<file path="config.mk">
export PLATFORM = sky130hd
export DESIGN_NAME = cu_command_arbiter
export DESIGN_NICKNAME = d
export VERILOG_FILES = /design/src/rtl/cu_command_arbiter_pkg.sv /design/src/rtl/cu_command_arbiter_round_robin_priority_select.sv /design/src/rtl/cu_command_arbiter.sv
export SDC_FILE = /design/constraint.sdc
export NUM_CORES = 1
export LEC_CHECK = 0
export ABC_AREA = 1
export CAP_MARGIN = 30
export CORE_ASPECT_RATIO = 1.2
export CORE_UTILIZATION = 37
export CTS_CLUSTER_SIZE = 25
export DETAILED_ROUTE_END_ITERATION = 8
export PLACE_DENSITY = 0.82
export SYNTH_ARGS = -nofsm -noshare
export SYNTH_HDL_FRONTEND = slang
export SYNTH_SLANG_ARGS = --single-unit
</file>
<file path="constraint.sdc">
create_clock -name clock -period 2.6 [get_ports clock]
set_input_delay 0.39 -clock clock [delete_from_list [all_inputs] [get_ports clock]]
set_output_delay 0.39 -clock clock [all_outputs]
set_load 0.02 [all_outputs]
</file>
<file path="src/rtl/cu_command_arbiter_pkg.sv">
// Shared types for the command arbiter slice.
//   cu_buffer_pkg : command buffer line and buffer status layouts
//   cu_pkg        : arbiter FSM encoding, default sizing and small helpers
package cu_buffer_pkg;

    typedef struct packed {
        logic        valid;
        logic [7:0]  opcode;
        logic [31:0] data;
    } CommandBufferLine;

    typedef struct packed {
        logic       full;
        logic       alfull;
        logic       empty;
        logic [4:0] level;
    } BufferStatus;

endpackage

package cu_pkg;

    localparam int NUM_REQUESTERS_DEFAULT = 4;
    localparam int CU_MAX_REQUESTERS      = 8;

    typedef enum logic [1:0] {
        IDLE  = 2'd0,
        GRANT = 2'd1,
        STALL = 2'd2
    } arbiter_state_type;

    // Encode a one-hot vector (up to CU_MAX_REQUESTERS bits) to its index.
    function automatic logic [2:0] onehot_to_index(input logic [7:0] onehot);
        logic [2:0] idx;
        idx = 3'd0;
        for (int i = 0; i < CU_MAX_REQUESTERS; i++) begin
            idx = idx | (3'(i) & {3{onehot[i]}});
        end
        return idx;
    endfunction

    // Saturating 32-bit increment.
    function automatic logic [31:0] sat_inc32(input logic [31:0] value);
        return (value == 32'hFFFF_FFFF) ? value : value + 32'd1;
    endfunction

endpackage

</file>
<file path="src/rtl/cu_command_arbiter_round_robin_priority_select.sv">
// Combinational round-robin pick: the first requester after the pointer,
// scanning upward with wrap, wins. Output is one-hot (or zero).
module round_robin_priority_select #(
    parameter int NUM_REQUESTERS = 4,
    parameter int PTR_W          = $clog2(NUM_REQUESTERS)
) (
    input  logic [NUM_REQUESTERS-1:0] request,
    input  logic [PTR_W-1:0]          pointer,
    output logic [NUM_REQUESTERS-1:0] grant
);

    logic [PTR_W-1:0] idx_s;
    logic             found_s;

    // Scan from pointer+1 around to pointer, keep only the first hit.
    always_comb begin
        grant   = '0;
        found_s = 1'b0;
        idx_s   = '0;
        for (int off = 1; off <= NUM_REQUESTERS; off++) begin
            idx_s        = PTR_W'((int'(pointer) + off) % NUM_REQUESTERS);
            grant[idx_s] = grant[idx_s] | (request[idx_s] & ~found_s);
            found_s      = found_s | request[idx_s];
        end
    end

endmodule

</file>
<file path="src/rtl/cu_command_arbiter.sv">
// Round-robin command arbiter in front of a shared command buffer port.
// grant_out is a registered one-hot pulse; the granted command appears on
// command_out one cycle later with valid set. Back-pressure comes from
// command_buffer_status.alfull and parks the FSM in STALL with a holdoff.
// Optional statistics counters: define CU_COMMAND_ARBITER_STATS_EN.
module cu_command_arbiter
    import cu_pkg::*;
    import cu_buffer_pkg::*;
#(
    parameter int NUM_REQUESTERS = NUM_REQUESTERS_DEFAULT,
    parameter int STALL_HOLDOFF  = 2
) (
    input  logic                                     clock,
    input  logic                                     rst_in,
    input  logic                                     enabled_in,
    input  logic [NUM_REQUESTERS-1:0]                request_in,
    input  CommandBufferLine [NUM_REQUESTERS-1:0]    command_in,
    input  BufferStatus                              command_buffer_status,
    output logic [NUM_REQUESTERS-1:0]                grant_out,
    output CommandBufferLine                         command_out,
    output logic                                     arbiter_busy
`ifdef CU_COMMAND_ARBITER_STATS_EN
    ,
    output logic [NUM_REQUESTERS-1:0][31:0]          grant_count_out,
    output logic [31:0]                              stall_cycles_out
`endif
);

    localparam int PTR_W = $clog2(NUM_REQUESTERS);
    localparam int HW    = $clog2(STALL_HOLDOFF + 1);
    localparam int CMD_W = $bits(CommandBufferLine);
    localparam logic [HW-1:0]    HOLD_LAST = HW'(STALL_HOLDOFF - 1);
    localparam logic [HW-1:0]    HOLD_MAX  = HW'(STALL_HOLDOFF);
    localparam logic [PTR_W-1:0] PTR_INIT  = PTR_W'(NUM_REQUESTERS - 1);

    arbiter_state_type           state_r;
    arbiter_state_type           state_s;
    logic [PTR_W-1:0]            ptr_r;
    logic [HW-1:0]               hold_cnt_r;
    logic [NUM_REQUESTERS-1:0]   sel_s;
    logic [NUM_REQUESTERS-1:0]   grant_s;
    logic [NUM_REQUESTERS-1:0]   grant_r;
    CommandBufferLine            stage_cmd_s;
    CommandBufferLine            stage_r;
    CommandBufferLine            cmd_r;
    logic                        busy_r;
    logic                        alfull_s;
    logic                        any_req_s;

    assign alfull_s  = command_buffer_status.alfull;
    assign any_req_s = |request_in;

    round_robin_priority_select #(
        .NUM_REQUESTERS (NUM_REQUESTERS),
        .PTR_W          (PTR_W)
    ) u_rr_select (
        .request (request_in),
        .pointer (ptr_r),
        .grant   (sel_s)
    );

    // Next-state and grant decision; disable freezes the FSM and blocks grants.
    always_comb begin
        state_s = state_r;
        grant_s = '0;
        case (state_r)
            IDLE: begin
                if (!enabled_in)    state_s = IDLE;
                else if (alfull_s)  state_s = STALL;
                else if (any_req_s) state_s = GRANT;
                else                state_s = IDLE;
            end
            GRANT: begin
                if (!enabled_in)     state_s = GRANT;
                else if (alfull_s)   state_s = STALL;
                else if (!any_req_s) state_s = IDLE;
                else                 state_s = GRANT;
            end
            STALL: begin
                if (!enabled_in)                  state_s = STALL;
                else if (alfull_s)                state_s = STALL;
                else if (hold_cnt_r >= HOLD_LAST) state_s = IDLE;
                else                              state_s = STALL;
            end
            default: state_s = IDLE;
        endcase
        if (enabled_in && (state_s == GRANT)) begin
            grant_s = sel_s;
        end else begin
            grant_s = '0;
        end
    end

    // Select the granted requester's command and mark it valid.
    always_comb begin
        stage_cmd_s = '0;
        for (int i = 0; i < NUM_REQUESTERS; i++) begin
            stage_cmd_s = stage_cmd_s | (command_in[i] & {CMD_W{grant_s[i]}});
        end
        stage_cmd_s.valid = |grant_s;
    end

    // FSM state, round-robin pointer and registered outputs.
    always_ff @(posedge clock) begin
        if (rst_in) begin
            state_r <= IDLE;
            ptr_r   <= PTR_INIT;
            grant_r <= '0;
            stage_r <= '0;
            cmd_r   <= '0;
            busy_r  <= 1'b0;
        end else begin
            state_r <= state_s;
            if (|grant_s) begin
                ptr_r <= PTR_W'(onehot_to_index(8'(grant_s)));
            end
            grant_r <= grant_s;
            stage_r <= stage_cmd_s;
            cmd_r   <= stage_r;
            busy_r  <= any_req_s | (state_s != IDLE);
        end
    end

    // STALL holdoff: counts consecutive low-alfull cycles, cleared by alfull.
    always_ff @(posedge clock) begin
        if (rst_in) begin
            hold_cnt_r <= '0;
        end else if (alfull_s || (state_r != STALL)) begin
            hold_cnt_r <= '0;
        end else if (hold_cnt_r != HOLD_MAX) begin
            hold_cnt_r <= hold_cnt_r + HW'(1);
        end
    end

    assign grant_out    = grant_r;
    assign command_out  = cmd_r;
    assign arbiter_busy = busy_r;

`ifdef CU_COMMAND_ARBITER_STATS_EN
    logic [NUM_REQUESTERS-1:0][31:0] grant_cnt_r;
    logic [31:0]                     stall_cnt_r;

    // Saturating per-requester grant counters and STALL residency counter.
    always_ff @(posedge clock) begin
        if (rst_in) begin
            grant_cnt_r <= '0;
            stall_cnt_r <= 32'd0;
        end else begin
            for (int i = 0; i < NUM_REQUESTERS; i++) begin
                if (grant_s[i]) begin
                    grant_cnt_r[i] <= sat_inc32(grant_cnt_r[i]);
                end
            end
            if (state_r == STALL) begin
                stall_cnt_r <= sat_inc32(stall_cnt_r);
            end
        end
    end

    assign grant_count_out  = grant_cnt_r;
    assign stall_cycles_out = stall_cnt_r;
`endif

endmodule
</file>
==> metrics.cfg <==
[clock_network]
cts_tree=done
htreeDepth=3
cts_buffer_depth=2
postCtsHoldBufs=0
clock_sinks=93
numCtsBuffers=9
root_buffer=clkbuf_16
cts.clk_slew.worst_paths_ns=0.07
clk_latency_ns=0.34

[route]
drtAntennaViolNets=0
dr.pass1.iters=6
drc=0
wl_mm=17.55
vias=5447
first_iter_violations=309
viasPerCell=4.997
wire_per_inst_microns=16.10

[final_layout]
drive_gt1_frac=0.1927
antenna_cells=0
stdcell_count=1090
n_fill_cell=992
nets=1114
stdcell_area_sq_mm=0.008222
area_growth_pct=74.53
ff_latch_area_sq_mm=0.001867
multiInputGateArea_sq_mm=0.002741

[outcome]
violations=setup timing
run_status=finished, violations left

[synthesis]
synth-seq-cells=93
avgSynthCellArea_sq_um=6.938
synth_edf_count=0
yosys-top-cells-count=nand3_1, nor2_1, nand2_1, dfxtp_1, inv_1
yosysMostFrequentCell=nand3_1
yosysTopAreaCellShare=0.3952
synthTopCellsByArea=dfxtp_1, nand3_1, nor2_1, nand2_1, inv_1
synth_area_sq_mm=0.004711
synth_nets=868
synth_area_leader_cell=dfxtp_1
ys_seq_area_frac=0.3952
ys_warn_count=0
async_reset_ff_frac=0
synth_top_flop_cell=dfxtp_1
syn_inst=679
synth_cell_types=30

[setup_path]
r2r_start=ptr_r[0]
crit_slowest_cell=dfxtp_4
crit_chain=inv_4 -> ha_4 -> inv_4 -> nand3_4 -> nand4_1 -> nand3_2 -> nand2_4 -> nand3_2 -> nand3_2 -> nand3_2 -> nand2_4 -> nand3_2 -> nand3_2 -> nand3_2 -> nand2_4 -> buf_12 -> nand3_4 -> clkbuf_16 -> nand3_2 -> nand2_1 -> nor2_1 -> nor2_1
start_kind=flip-flop
cpMostUsedCell=nand3_2
reg2reg_slack_ns=-0.24
reg2reg_depth=22
crit_type=reg2reg
end_kind=flip-flop
max_stage_delay_ns=0.38
cp.arrival_ns=3.06
critical_path_required_ns=2.81
crit_fanout=8
rr_endpoint=stage_r[19]

[die]
start_util=0.3837
rows=44
die_w_microns=105.0
dieArea_sq_mm=0.01319
io_pins=225
die_h_microns=125.6
coreArea_sq_mm=0.01228

[place]
gp_congestion=0.9121
io_buffers=213
dp.cells=1059
dp_hpwl_mm=11.88
post_dp_cell_area_sq_mm=0.007244

[global_route]
grt_usage=0.2524
grt_max_degree=51
gr-total-overflow=0
antenna_found_initial=0
grt_pass1_wl_mm=25.93
grt_pass1_vias=5099

[hold_path]
min_from=rst_in
min_to=grant_out[1]
hold_class=in2reg
hold_depth=2

[power]
pwr-share-clk=0.176
power_density_mw_per_mm2=1003
switching_power_uw=3402
pwr-share-comb=0.601
swShare=0.4125
p_int_uw=4845
leakage_uw=0.003548
irDropWorstVdd_uv=699.5
seqPwrFrac=0.223

[sta]
setup_violations=45
fin_crit_ns=2.844
finalHoldViolCount=0
finalClockSkew_ns=0.009576
fmax_mhz=351.6
slew_headroom=0.6422
min_period_over_period=1.094
tightest_slew_ns=0.5366
drv_slew=0
layout_setup_ws_ns=-0.2441
tns_ns=-9.521
grt_setup_unrepaired=true

[flow_run]
maxCapViolCount=0

[layout by cell type (no fill, tap or decap), types with 9 or more instances in the layout]
| master | instances |
|---|---|
| nand2_1 | 108 |
| nand3_2 | 41 |
| nor2_1 | 125 |
| clkdlybuf4s50_1 | 212 |
| nand3_1 | 141 |
| nor2_2 | 10 |
| nand2_2 | 13 |
| nand3_4 | 9 |
| ha_1 | 9 |
| buf_4 | 42 |
| buf_12 | 9 |
| dfxtp_1 | 91 |
| inv_1 | 49 |
| clkbuf_16 | 11 |
| buf_6 | 10 |
[what timing repair did]
item	in CTS	in global routing
gates resized for setup	39	59
gates cloned	3	3
setup endpoints to repair	45	47
setup buffers	5	7
pin swaps	5	54
[cell families after synthesis]
group           synth area share
flops                     0.3952
compound gates           0.01567
fa+ha+maj                0.02656
buf+inv                   0.1092
mux                     0.002125
simple gates              0.4494
xor+xnor                0.001860
[registers in the layout (all words and copies together) (netlist names)]
signal / cells
arbiter_busy: 1
grant_out: 4
state_r: 2
hold_cnt_r: 2
ptr_r: 2
command_out: 41
stage_r: 41
[through the flow]
| step | utilization | setup slack, ns | power [uW] | hold WS [ns] |
|---|---|---|---|---|
| after floorplan | - | 0.004405 | 4402 | 0.3883 |
| after global placement | 0.5901 | -0.3901 | 5718 | 0.3889 |
| after detailed placement | 0.5901 | -0.4529 | 5782 | 0.3923 |
| after CTS | 0.6416 | -0.1196 | 7705 | 0.3453 |
| after global routing | 0.6697 | -0.4659 | 8746 | 0.3890 |
| final | 0.6697 | -0.2441 | 8247 | 0.3877 |
[final cells by class]
| type | instances | area share |
|---|---|---|
| Clock buffer | 12 | 0.03120 |
| Clock inverter | 3 | 0.008370 |
| Inverter | 53 | 0.02481 |
| Multi-Input combinational cell | 489 | 0.3334 |
| Sequential cell | 93 | 0.2271 |
| Tap cell | 161 | 0.02450 |
| Timing Repair Buffer | 279 | 0.3506 |
[metal layers]
layer  track usage  wire length, microns
met5             0                     0
met1        0.2958                  6888
met4        0.1400                   670
met2        0.4425                  9019
met3       0.03337                   970
[power by group through the flow]
stage / clock network, uW / registers (uW) / logic [uW]
after floorplan: 0 / 2010 / 2390
after global placement: 0 / 1860 / 3860
after detailed placement: 0 / 1870 / 3920
after CTS: 1470 / 1840 / 4400
after global routing: 1540 / 1870 / 5340
final: 1450 / 1840 / 4960
[critical path: cells and delay by family (launching register included)]
| kind | cells | cell delay, ns |
|---|---|---|
| fa+ha+maj | 1 | 0.24 |
| buf+inv | 4 | 0.46 |
| flops | 1 | 0.38 |
| simple gates | 17 | 1.63 |
[worst max path at each step]
| stage | cells after the start | from | end |
|---|---|---|---|
| 6_report | 22 | ptr_r[0] | stage_r[19] |
| 4_1_cts | 21 | ptr_r[0] | stage_r[35] |
| 2_1_floorplan | 22 | ptr_r[0] | stage_r[21] |
| 3_3_place_gp | 19 | request_in[2] | stage_r[26] |
| 3_5_place_dp | 19 | request_in[2] | stage_r[38] |
| 5_1_grt | 22 | ptr_r[0] | stage_r[17] |
No activity file was read; power rests on OpenSTA's default activity.
